[config.mk]
export PLATFORM = sky130hd
export DESIGN_NAME = serial_frame_receiver_flat
export DESIGN_NICKNAME = d
export VERILOG_FILES = /design/src/rtl/serial_frame_receiver_if.sv /design/src/rtl/serial_frame_receiver.sv /design/src/flat_wrapper.sv
export SDC_FILE = /design/constraint.sdc
export NUM_CORES = 1
export LEC_CHECK = 0
export BUFFER_PORTS_ARGS = -buffer_cell sky130_fd_sc_hd__buf_2
export CORE_AREA = 2 2 52 54
export DETAILED_ROUTE_END_ITERATION = 16
export DIE_AREA = 0 0 54 56
export PLACE_DENSITY = 0.79
export SYNTH_ARGS = -nofsm -noshare
export SYNTH_HDL_FRONTEND = slang
export SYNTH_SLANG_ARGS = --single-unit
[constraint.sdc]
create_clock -name clk -period 1.8 [get_ports clk]
set_input_delay 0.27 -clock clk [delete_from_list [all_inputs] [get_ports clk]]
set_output_delay 0.27 -clock clk [all_outputs]
set_load 0.01 [all_outputs]
[src/rtl/serial_frame_receiver_if.sv]
// serial_frame_receiver_if
//   Bundles the serial line and the parallel valid/ready output of the
//   framed serial receiver.
//   slave  : the receiver side (consumes si/data_ready, drives results).
//   master : the upstream/consumer side (drives si/data_ready).
//   Signals:
//     si          serial input, idle level 1
//     data_ready  consumer accepts data_out when high with data_valid
//     data_out    last received word
//     data_valid  data_out holds an unconsumed word
//     parity_err  parity status of data_out, qualified by data_valid
//     frame_err   one-cycle pulse on a bad stop bit
//     overrun     one-cycle pulse when a completed word is dropped
//     busy        receiver is inside a frame (not IDLE)
interface serial_frame_receiver_if #(
  parameter int DATA_WIDTH = 8
);
  logic                  si;
  logic                  data_ready;
  logic [DATA_WIDTH-1:0] data_out;
  logic                  data_valid;
  logic                  parity_err;
  logic                  frame_err;
  logic                  overrun;
  logic                  busy;

  modport slave (
    input  si, data_ready,
    output data_out, data_valid, parity_err, frame_err, overrun, busy
  );

  modport master (
    output si, data_ready,
    input  data_out, data_valid, parity_err, frame_err, overrun, busy
  );
endinterface

[src/rtl/serial_frame_receiver.sv]
// serial_frame_receiver
//   Receives framed serial words (start 0, DATA_WIDTH data bits LSB first,
//   optional parity bit, stop 1) one bit per clock and presents each word
//   on a valid/ready handshake, flagging parity, framing and overrun errors.
//   Ports:
//     clk  system clock, rising-edge sampling
//     rst  asynchronous active-low reset
//     bus  serial_frame_receiver_if.slave (si, data_ready in; data_out,
//          data_valid, parity_err, frame_err, overrun, busy out)
module serial_frame_receiver #(
  parameter int DATA_WIDTH = 8,
  parameter int PARITY_EN  = 1,
  parameter int PARITY_ODD = 0
) (
  input  logic                    clk,
  input  logic                    rst,
  serial_frame_receiver_if.slave  bus
);

  localparam int CNT_W = (DATA_WIDTH > 1) ? $clog2(DATA_WIDTH) : 1;

  typedef enum logic [2:0] {
    IDLE,
    DATA,
    PARITY,
    STOP,
    WAIT_IDLE
  } state_t;

  state_t                state_q;
  logic [CNT_W-1:0]      cnt_q;
  logic [DATA_WIDTH-1:0] shift_q;
  logic                  pbit_q;
  logic [DATA_WIDTH-1:0] data_q;
  logic                  valid_q;
  logic                  perr_q;
  logic                  ferr_q;
  logic                  ovr_q;
  logic                  busy_q;

  logic perr_d;
  logic accept_d;

  // Parity check over the assembled word plus the sampled parity bit.
  assign perr_d   = (PARITY_EN != 0) && ((^shift_q ^ pbit_q) != 1'(PARITY_ODD));
  // Output register is free if empty or being consumed on this same edge.
  assign accept_d = !valid_q || bus.data_ready;

  always_ff @(posedge clk or negedge rst) begin
    if (!rst) begin
      state_q <= IDLE;
      cnt_q   <= '0;
      shift_q <= '0;
      pbit_q  <= 1'b0;
      data_q  <= '0;
      valid_q <= 1'b0;
      perr_q  <= 1'b0;
      ferr_q  <= 1'b0;
      ovr_q   <= 1'b0;
      busy_q  <= 1'b0;
    end else begin
      ferr_q <= 1'b0;
      ovr_q  <= 1'b0;
      if (valid_q && bus.data_ready) valid_q <= 1'b0;

      case (state_q)
        IDLE: begin
          if (!bus.si) begin
            state_q <= DATA;
            cnt_q   <= '0;
            busy_q  <= 1'b1;
          end
        end
        DATA: begin
          shift_q[cnt_q] <= bus.si;
          if (cnt_q == CNT_W'(DATA_WIDTH - 1)) begin
            state_q <= (PARITY_EN != 0) ? PARITY : STOP;
          end else begin
            cnt_q <= cnt_q + 1'b1;
          end
        end
        PARITY: begin
          pbit_q  <= bus.si;
          state_q <= STOP;
        end
        STOP: begin
          if (bus.si) begin
            // Good frame: load, or drop the new word if the old one is stuck.
            if (accept_d) begin
              data_q  <= shift_q;
              perr_q  <= perr_d;
              valid_q <= 1'b1;
            end else begin
              ovr_q <= 1'b1;
            end
            state_q <= IDLE;
            busy_q  <= 1'b0;
          end else begin
            ferr_q  <= 1'b1;
            state_q <= WAIT_IDLE;
          end
        end
        WAIT_IDLE: begin
          // A low line here is the tail of a broken frame, not a start bit.
          if (bus.si) begin
            state_q <= IDLE;
            busy_q  <= 1'b0;
          end
        end
        default: begin
          state_q <= IDLE;
          busy_q  <= 1'b0;
        end
      endcase
    end
  end

  assign bus.data_out   = data_q;
  assign bus.data_valid = valid_q;
  assign bus.parity_err = perr_q;
  assign bus.frame_err  = ferr_q;
  assign bus.overrun    = ovr_q;
  assign bus.busy       = busy_q;

endmodule

[src/flat_wrapper.sv]
// flat-port wrapper written by rule: the top's interface ports become plain ports
module serial_frame_receiver_flat 
#(
  parameter int DATA_WIDTH = 8,
  parameter int PARITY_EN  = 1,
  parameter int PARITY_ODD = 0
)
  (clk, rst, bus_si, bus_data_ready, bus_data_out, bus_data_valid, bus_parity_err, bus_frame_err, bus_overrun, bus_busy);
  serial_frame_receiver_if #(.DATA_WIDTH(DATA_WIDTH)) bus_i ();
  input  logic clk;
  input  logic rst;
  input wire logic [$bits(bus_i.si)-1:0] bus_si;
  input wire logic [$bits(bus_i.data_ready)-1:0] bus_data_ready;
  output wire logic [$bits(bus_i.data_out)-1:0] bus_data_out;
  output wire logic [$bits(bus_i.data_valid)-1:0] bus_data_valid;
  output wire logic [$bits(bus_i.parity_err)-1:0] bus_parity_err;
  output wire logic [$bits(bus_i.frame_err)-1:0] bus_frame_err;
  output wire logic [$bits(bus_i.overrun)-1:0] bus_overrun;
  output wire logic [$bits(bus_i.busy)-1:0] bus_busy;
  assign bus_i.si = bus_si;
  assign bus_i.data_ready = bus_data_ready;
  assign bus_data_out = bus_i.data_out;
  assign bus_data_valid = bus_i.data_valid;
  assign bus_parity_err = bus_i.parity_err;
  assign bus_frame_err = bus_i.frame_err;
  assign bus_overrun = bus_i.overrun;
  assign bus_busy = bus_i.busy;
  serial_frame_receiver #(.DATA_WIDTH(DATA_WIDTH), .PARITY_EN(PARITY_EN), .PARITY_ODD(PARITY_ODD)) u_core (.clk(clk), .rst(rst), .bus(bus_i));
endmodule
### Word-level counts from Yosys, hierarchy flattened

Index checks and enable logic that the tools add are counted.
Widths: inputs -> output; s select.

| operators by class | value |
|---|---|
| eq/ne operators | 10 |
| $add $sub $neg | 1 |
| bitwise gates (word level) | 2 |
| order comparisons | 2 |
| reduce and logical (&&, ||, !) cells | 13 |
| muxes and demuxes | 23 |

Operator list:

| kind | count |
|---|---|
| $mux 3 | 6 |
| $pmux 3 s5 | 1 |
| $mux 1 | 12 |
| $reduce_and 3->1 | 4 |
| $bwmux 8 | 1 |
| $reduce_xor 8->1 | 1 |
| $eq 3x2->1 const B | 2 |
| $eq 3x3->1 const B | 2 |
| $ne 2x2->1 const B | 3 |
| $pmux 3 s2 | 1 |
| $lt 3x4->1 const B | 1 |
| $ne 2x1->1 const B | 2 |
| $reduce_or 2->1 | 2 |
| $add 3x1->3 const B | 1 |
| $demux 1 s3 | 1 |
| $eq 3x1->1 const B | 1 |
| $ge 3x1->1 const B | 1 |
| $logic_not 3->1 | 1 |
| $pmux 1 s3 | 1 |
| $logic_and 1x1->1 | 2 |
| $reduce_bool 2->1 | 1 |
| $logic_not 1->1 | 1 |
| $logic_or 1x1->1 | 1 |
| $not 1->1 | 1 |
| $xor 1x1->1 | 1 |

| word-level totals | value |
|---|---|
| output and inout port bits | 13 |
| flip-flop bits (word level) | 28 |
| input bits | 4 |

### Depth between registers and ports, before layout

Gate-level depths: netlist (run 1).

| logic depth | value |
|---|---|
| depth in word-level cells | 5 |
| mapped depth | 6 |

### Worst setup path after synthesis (run 1)

OpenSTA, ideal clock, no wires.

| path | value |
|---|---|
| kind | reg2reg |
| start point | register u_core.cnt_q[1] |
| end point | register u_core.cnt_q[0] |
| arrival | 1.399 ns |
| period minus slack after synthesis | 1.524 ns |
| setup slack | 0.276 ns |
| setup time | 0.125 ns |
| required time | 1.675 ns |
| stages on the path, launching flop included | 6 |
| path through | dfrtp_1 > ha_1 > ha_1 > mux2i_1 > nand2_1 > mux2_2 |

| on the way | value |
|---|---|
| cells in the longest elaborated chain, start to end | 3 |

RTL lines:

| item | RTL line | text |
|---|---|---|
| start: declaration | serial_frame_receiver.sv:31 | `logic [CNT_W-1:0] cnt_q;` |
| start signal: assignment | serial_frame_receiver.sv:79 | `cnt_q <= cnt_q + 1'b1;` |
| $eq 3x3->1 | serial_frame_receiver.sv:76 | `if (cnt_q == CNT_W'(DATA_WIDTH - 1)) begin` |
| $ne 2x2->1 (no source line) | n/a |  |
| $reduce_and 3->1 (no source line) | n/a |  |

No other way between the ends.
A chain may end at the register's enable or synchronous reset.

### Worst setup path in the final report (run 1)

Ends and elaborated chain as after synthesis.

==> out/summary.md, run 1 <==
- **maximum number of pins on one net before global-route repair** 29
- **final wirelength** 2020 um
- **number of hold violations in the final report** 0
- **Std-Cell Core Area** 0.00243 mm2
- **maximum ir drop on the vdd rail** 0.00108 V
- **Cell variety after synth** 28
- **final worst-path cycle share** 0.938
- **DIE HEIGHT** 56 um
- **startpoint types** flop
- **initial core utilization** 0.541
- **number of cells on the worst hold path** 3
- **I/O pins** 17
- **CP max FO** 7
- **Antenna Cells** 0
- **area taken by flip-flops and latches** 701 um2
- **Yosys warning count** 0
- **hold endpoint** u_core.bus.overrun$_DFF_PN0_
- **Fillers** 185
- **initial detailed-routing violation count** 6
- **CP Launch Point** u_core.cnt_q[1]$_DFFE_PN0P_
- **Longest Clk Path Bufs** 2
- **final design area excluding fillers** 0.00145 mm2
- **All-Layer GR Usage** 0.154
- **number of cells on the worst reg-to-reg path** 5
- **number of detailed-route iterations in the first pass** 2
- **slack of the worst reg-to-reg path** 0.11 ns
- **total global routing overflow** 0
- **DRC violation count after routing** 0
- **per-instance average area after synthesis** 12.3 um2
- **final total negative setup slack** 0 ns
- **launching point of the worst reg2reg path** u_core.cnt_q[1]$_DFFE_PN0P_
- **shortest period the worst path allows** 1.69 ns
- **required time of the critical path** 2.01 ns
- **number of H-tree levels** 1
- **total of flip-flops plus latches after synthesis** 28
- **clock latency on the worst-skew pair** 0.31 ns
- **final HPWL from detailed placement** 1530 um
- **RSZ-0062 raised after global routing** false
- **Critical Path AT** 1.90 ns
- **area growth from synthesis to layout** 10.3%
- **Vias per Instance** 5.27
- **number of nets in the layout** 132
- **CTS tree** yes
- **detailed-route via count** 811
- **worst hold path startpoint** bus_data_ready
- **smallest setup slack after layout** 0.112 ns
- **cell seen most often among critical-path stages** sky130_fd_sc_hd__ha_1
- **number of slew-limit violations in the final report** 0
- **top cell family by delay on the critical path** multiplexers
- **worst rel slew slack** 0.597
- **worst slew pin tran** 0.605 ns
- **reg-to-reg endpoint** u_core.cnt_q[0]$_DFFE_PN0P_
- **Setup violations, final** 0
- **path type of the worst min-delay path** input port to flop
- **number of port buffers** 16
- **cell area after placement** 0.00142 mm2
- **initial antenna violation count** 0
- **Fmax achieved** 0.592 GHz
- **Buffers & Inverters on Critical Path** 0
- **clock-pin slew of the registers on the worst-case setup and hold paths** 0.13 ns
- **number of sinks on the clock net** 28
- **number of nets in the synthesized netlist** 113
- **clock tree skew after final layout** 0.00155 ns
- **width of the chip** 54 um
- **part of the Yosys area used for sequential elements** 0.532
- **average wire per standard cell** 13.1 um
- **number of global-route vias before repair** 796
- **Num CTS Buffers** 3
- **static leakage** 0.000692 uW
- **number of instances in the synthesized netlist** 107
- **wire length of the first global-routing pass** 3460 um
- **status** complete, no violations
- **layout cells sized above 1** 0.379
- **total number of cells along the worst setup path** 5
- **CP Cell Sequence** ha_1, ha_1, mux2i_2, nand2_1, mux2_2
- **GPL Wtd Cong** 0.703
- **cell area power density** 1690 mW/mm2
- **Die ar.** 0.00302 mm2
- **critical path endpoint category** flop
- **critical path type** flop to flop
- **area of the mapped netlist** 0.00132 mm2
- **maximum single-stage delay on the critical path** 0.47 ns
- **number of maximum-capacitance constraint violations** 0
- **Critical-path top delay cell** sky130_fd_sc_hd__dfrtp_1
- **Std-Cell Rows** 18
- **remaining antenna violation count** 0
- **Setup Slack @ Placement** 0.0579 ns
- **Post CTS Setup Buffer Count** 0
- **multi-input logic area** 586 um2
- **master cell of the clock root buffer** sky130_fd_sc_hd__clkbuf_4
- **post-route core utilization** 0.597
==> layer usage <==
metal  GRT usage  wire length [um]  vias to the layer above
li1            -                 -                      397
met1       0.192               894                      404
met2       0.261              1070                        8
met3      0.0242                37                        2
met4      0.0536                19                        0
met5           0                 0                        -
==> synthesized netlist by cell type (all sizes together) <==
cell	number	area, um2
a21oi	3	15.0
nand2	15	56.3
o21ba	1	10.0
xnor3	1	22.5
nand4	2	12.5
o21ai	1	5.00
nor2	7	26.3
nand3	3	20.0
nor3b	1	18.8
and2b	1	8.76
clkbuf	2	7.51
a211oi	1	7.51
nor2b	4	27.5
mux2i	1	10.0
buf	3	26.3
and2	1	7.51
nand3b	2	15.0
o21a	1	7.51
ha	2	25.0
mux2	19	221
xnor2	5	43.8
dfrtp	28	701
xor2	1	8.76
nand2b	2	12.5
==> state kept, by name (all words and copies together) (netlist names) <==
name,count
u_core.bus.busy,1
u_core.bus.data_out,8
u_core.bus.data_valid,1
u_core.bus.frame_err,1
u_core.bus.overrun,1
u_core.bus.parity_err,1
u_core.cnt_q,3
u_core.pbit_q,1
u_core.shift_q,8
u_core.state_q,3
==> power by group <==
part | switching [uW] | internal (uW)
clock | 160 | 78.1
sequential | 203 | 876
combinational | 463 | 678
==> repair_timing <==
item | 4_1_cts | 5_1_grt
endpoints found under the setup margin | 0 | 1
hold endpoints to repair | 28 | 0
hold buffers | 1 | 0
resized for setup | 0 | 1
==> layout by cell type (no fill, tap or decap), types with 2 or more instances in the layout <==
master and count:
sky130_fd_sc_hd__dfrtp_1 28, sky130_fd_sc_hd__mux2_2 17, sky130_fd_sc_hd__buf_2 16, sky130_fd_sc_hd__nand2_1 15, sky130_fd_sc_hd__nor2_1 7, sky130_fd_sc_hd__xnor2_1 5, sky130_fd_sc_hd__nor2b_1 3, sky130_fd_sc_hd__a21oi_1 3
sky130_fd_sc_hd__clkbuf_4 3, sky130_fd_sc_hd__nand3_1 2, sky130_fd_sc_hd__nand2b_1 2, sky130_fd_sc_hd__nand3b_1 2, sky130_fd_sc_hd__mux2_4 2, sky130_fd_sc_hd__nand4_1 2, sky130_fd_sc_hd__ha_1 2, sky130_fd_sc_hd__buf_4 2
==> tightest hold or removal path, stage by stage <==
cell	delay, ns
sky130_fd_sc_hd__buf_2	0.08
sky130_fd_sc_hd__nand2b_1	0.13
sky130_fd_sc_hd__nor2_1	0.05
==> through the flow <==
step | instances | total power, uW | hold slack, ns
final | 154 | 2460 | 0.247
after global routing | 154 | 2670 | 0.246
after CTS | 154 | 2500 | 0.224
after detailed placement | 150 | 2250 | 0.319
after global placement | 150 | 2190 | 0.307
after floorplan | 107 | 1980 | -0.0256
==> worst max-delay path by stage <==
stage	to	slack, ns
floorplan	u_core.cnt_q[0]$_DFFE_PN0P_	0.28
global placement	u_core.cnt_q[0]$_DFFE_PN0P_	0.23
detailed placement	u_core.cnt_q[0]$_DFFE_PN0P_	0.06
CTS	u_core.cnt_q[0]$_DFFE_PN0P_	0.03
global route	u_core.cnt_q[0]$_DFFE_PN0P_	0.01
finish	u_core.cnt_q[0]$_DFFE_PN0P_	0.11
==> cell type report <==
class / instances / area share
timing repair buffer: 19 / 0.0724
multi-input combinational: 74 / 0.403
clock buffer: 3 / 0.0155
tap: 30 / 0.0259
sequential: 28 / 0.483
==> kinds of logic (layout without fill, tap and decap cells) <==
kind of cell / Yosys count / count (layout) / share of synthesized area
buffers and inverters: 5 / 22 / 0.0257
adder cells (fa/ha/maj): 2 / 2 / 0.0190
AO/OA/AOI/OAI: 7 / 7 / 0.0342
XOR/XNOR: 7 / 7 / 0.0570
multiplexers: 20 / 20 / 0.176
flip-flops: 28 / 28 / 0.532
AND/OR/NAND/NOR: 38 / 38 / 0.156
Note: power is estimated with default switching activity, not from simulation.
==> run 2: changes to the inputs <==
--- a/config.mk
+++ b/config.mk
@@ -6,10 +6,10 @@
 export NUM_CORES = 1
 export LEC_CHECK = 0
 export BUFFER_PORTS_ARGS = -buffer_cell sky130_fd_sc_hd__buf_2
-export CORE_AREA = 2 2 52 54
+export CORE_AREA = 2 2 58 60
 export DETAILED_ROUTE_END_ITERATION = 16
-export DIE_AREA = 0 0 54 56
-export PLACE_DENSITY = 0.79
+export DIE_AREA = 0 0 60 62
+export PLACE_DENSITY = 0.66
 export SYNTH_ARGS = -nofsm -noshare
 export SYNTH_HDL_FRONTEND = slang
 export SYNTH_SLANG_ARGS = --single-unit
==> out/summary.md, run 2 (synthesis results as in run 1) <==
- **number of global-route vias before repair** 741
- **initial detailed-routing violation count** 26
- **maximum ir drop on the vdd rail** 0.000423 V
- **remaining antenna violation count** 0
- **number of sinks on the clock net** 28
- **Std-Cell Rows** 21
- **Critical Path AT** 1.87 ns
- **Num CTS Buffers** 3
- **status** complete, no violations
- **initial core utilization** 0.414
- **Longest Clk Path Bufs** 2
- **clock latency on the worst-skew pair** 0.32 ns
- **All-Layer GR Usage** 0.118
- **number of port buffers** 16
- **layout cells sized above 1** 0.376
- **most frequent cells in the layout** 28 x sky130_fd_sc_hd__dfrtp_1, 17 x sky130_fd_sc_hd__mux2_2, 16 x sky130_fd_sc_hd__buf_2, 15 x sky130_fd_sc_hd__nand2_1, 7 x sky130_fd_sc_hd__nor2_1
- **shortest period the worst path allows** 1.64 ns
- **RSZ-0062 raised after global routing** false
- **I/O pins** 17
- **final total negative setup slack** 0 ns
- **worst slew pin tran** 0.600 ns
- **required time of the critical path** 2.03 ns
- **critical path type** flop to flop
- **final wirelength** 1920 um
- **slack of the worst reg-to-reg path** 0.16 ns
- **static leakage** 0.000704 uW
- **final design area excluding fillers** 0.00148 mm2
- **GPL Wtd Cong** 0.713
- **number of nets in the layout** 132
- **number of maximum-capacitance constraint violations** 0
- **Fmax achieved** 0.610 GHz
- **width of the chip** 60 um
- **Setup violations, final** 0
- **number of H-tree levels** 1
- **Vias per Instance** 4.73
- **final HPWL from detailed placement** 1420 um
- **final worst-path cycle share** 0.911
- **DRC violation count after routing** 0
- **startpoint types** flop
- **DIE HEIGHT** 62 um
- **commonest non-fill, non-tap cell in the layout** sky130_fd_sc_hd__dfrtp_1
- **Final Instance Count excl. Fillers** 171
- **cell area after placement** 0.00144 mm2
- **placed cell count** 166
- **master cell of the clock root buffer** sky130_fd_sc_hd__clkbuf_4
- **total global routing overflow** 0
- **number of slew-limit violations in the final report** 0
- **clock tree skew after final layout** 0.00778 ns
- **smallest setup slack after layout** 0.160 ns
- **path type of the worst min-delay path** input port to flop
- **CP max FO** 7
- **detailed-route via count** 809
- **cell area power density** 1680 mW/mm2
- **worst rel slew slack** 0.600
- **Setup Slack @ Placement** 0.160 ns
- **number of detailed-route iterations in the first pass** 3
- **average wire per standard cell** 11.2 um
- **Std-Cell Core Area** 0.00318 mm2
- **wire length of the first global-routing pass** 3210 um
- **maximum number of pins on one net before global-route repair** 29
- **initial antenna violation count** 0
- **number of hold violations in the final report** 0
- **Die ar.** 0.00372 mm2
- **area growth from synthesis to layout** 12.5%
- **clock-pin slew of the registers on the worst-case setup and hold paths** 0.15 ns
- **Antenna Cells** 0
- **CTS tree** yes
- **Post CTS Setup Buffer Count** 0
- **critical path endpoint category** flop
-- run 2: power breakdown --
group,total [uW],internal (uW),switching [uW]
sequential,1080,876,205
clock,300,124,176
combinational,1110,674,439
-- run 2: critical path, cell delays in order (launching register included) --
cell                      delay [ns]
sky130_fd_sc_hd__dfrtp_1        0.48
sky130_fd_sc_hd__ha_1           0.21
sky130_fd_sc_hd__ha_1           0.22
sky130_fd_sc_hd__mux2i_1        0.23
sky130_fd_sc_hd__nand2_1        0.13
sky130_fd_sc_hd__mux2_2         0.28
-- run 2: final timing paths --
path / startpoint / depth (start not counted) / endpoint
setup / recovery: u_core.cnt_q[1]$_DFFE_PN0P_ / 5 / u_core.cnt_q[0]$_DFFE_PN0P_
hold / removal: bus_data_ready / 3 / u_core.bus.overrun$_DFF_PN0_
setup reg to reg: u_core.cnt_q[1]$_DFFE_PN0P_ / 5 / u_core.cnt_q[0]$_DFFE_PN0P_
hold reg to reg: u_core.bus.data_out[5]$_DFFE_PN0P_ / 1 / u_core.bus.data_out[5]$_DFFE_PN0P_
max in group asynchronous: rst / 2 / u_core.shift_q[2]$_DFFE_PN0P_
min in group asynchronous: rst / 2 / u_core.cnt_q[0]$_DFFE_PN0P_
-- run 2: layer usage --
| layer | track usage | up-vias | wire length (um) |
|---|---|---|---|
| met5 | 0 | - | 0 |
| met4 | 0.0667 | 0 | 40 |
| met3 | 0.0124 | 4 | 18 |
| met2 | 0.207 | 9 | 980 |
| met1 | 0.143 | 395 | 877 |
| li1 | - | 401 | - |
-- run 2: timing repair --
item                      in CTS  in global routing
resized for setup              0                  0
hold buffers                   1                  0
hold endpoints to repair      28                  0
-- run 2: per-stage QoR --
stage	hold slack, ns	total power (uW)	utilization
6_report	0.192	2490	0.466
5_1_grt	0.194	2730	0.466
4_1_cts	0.185	2540	0.466
3_5_place_dp	0.315	2240	0.451
3_3_place_gp	0.310	2190	0.451
2_1_floorplan	-0.0256	1980	-
-- run 2: cell type report --
cell class,instances,area (um2)
clock buffers,4,36.3
well taps,46,57.6
flip-flops and latches,28,701
repair buffers,19,105
fillers,296,1700
multi-input cells,74,582
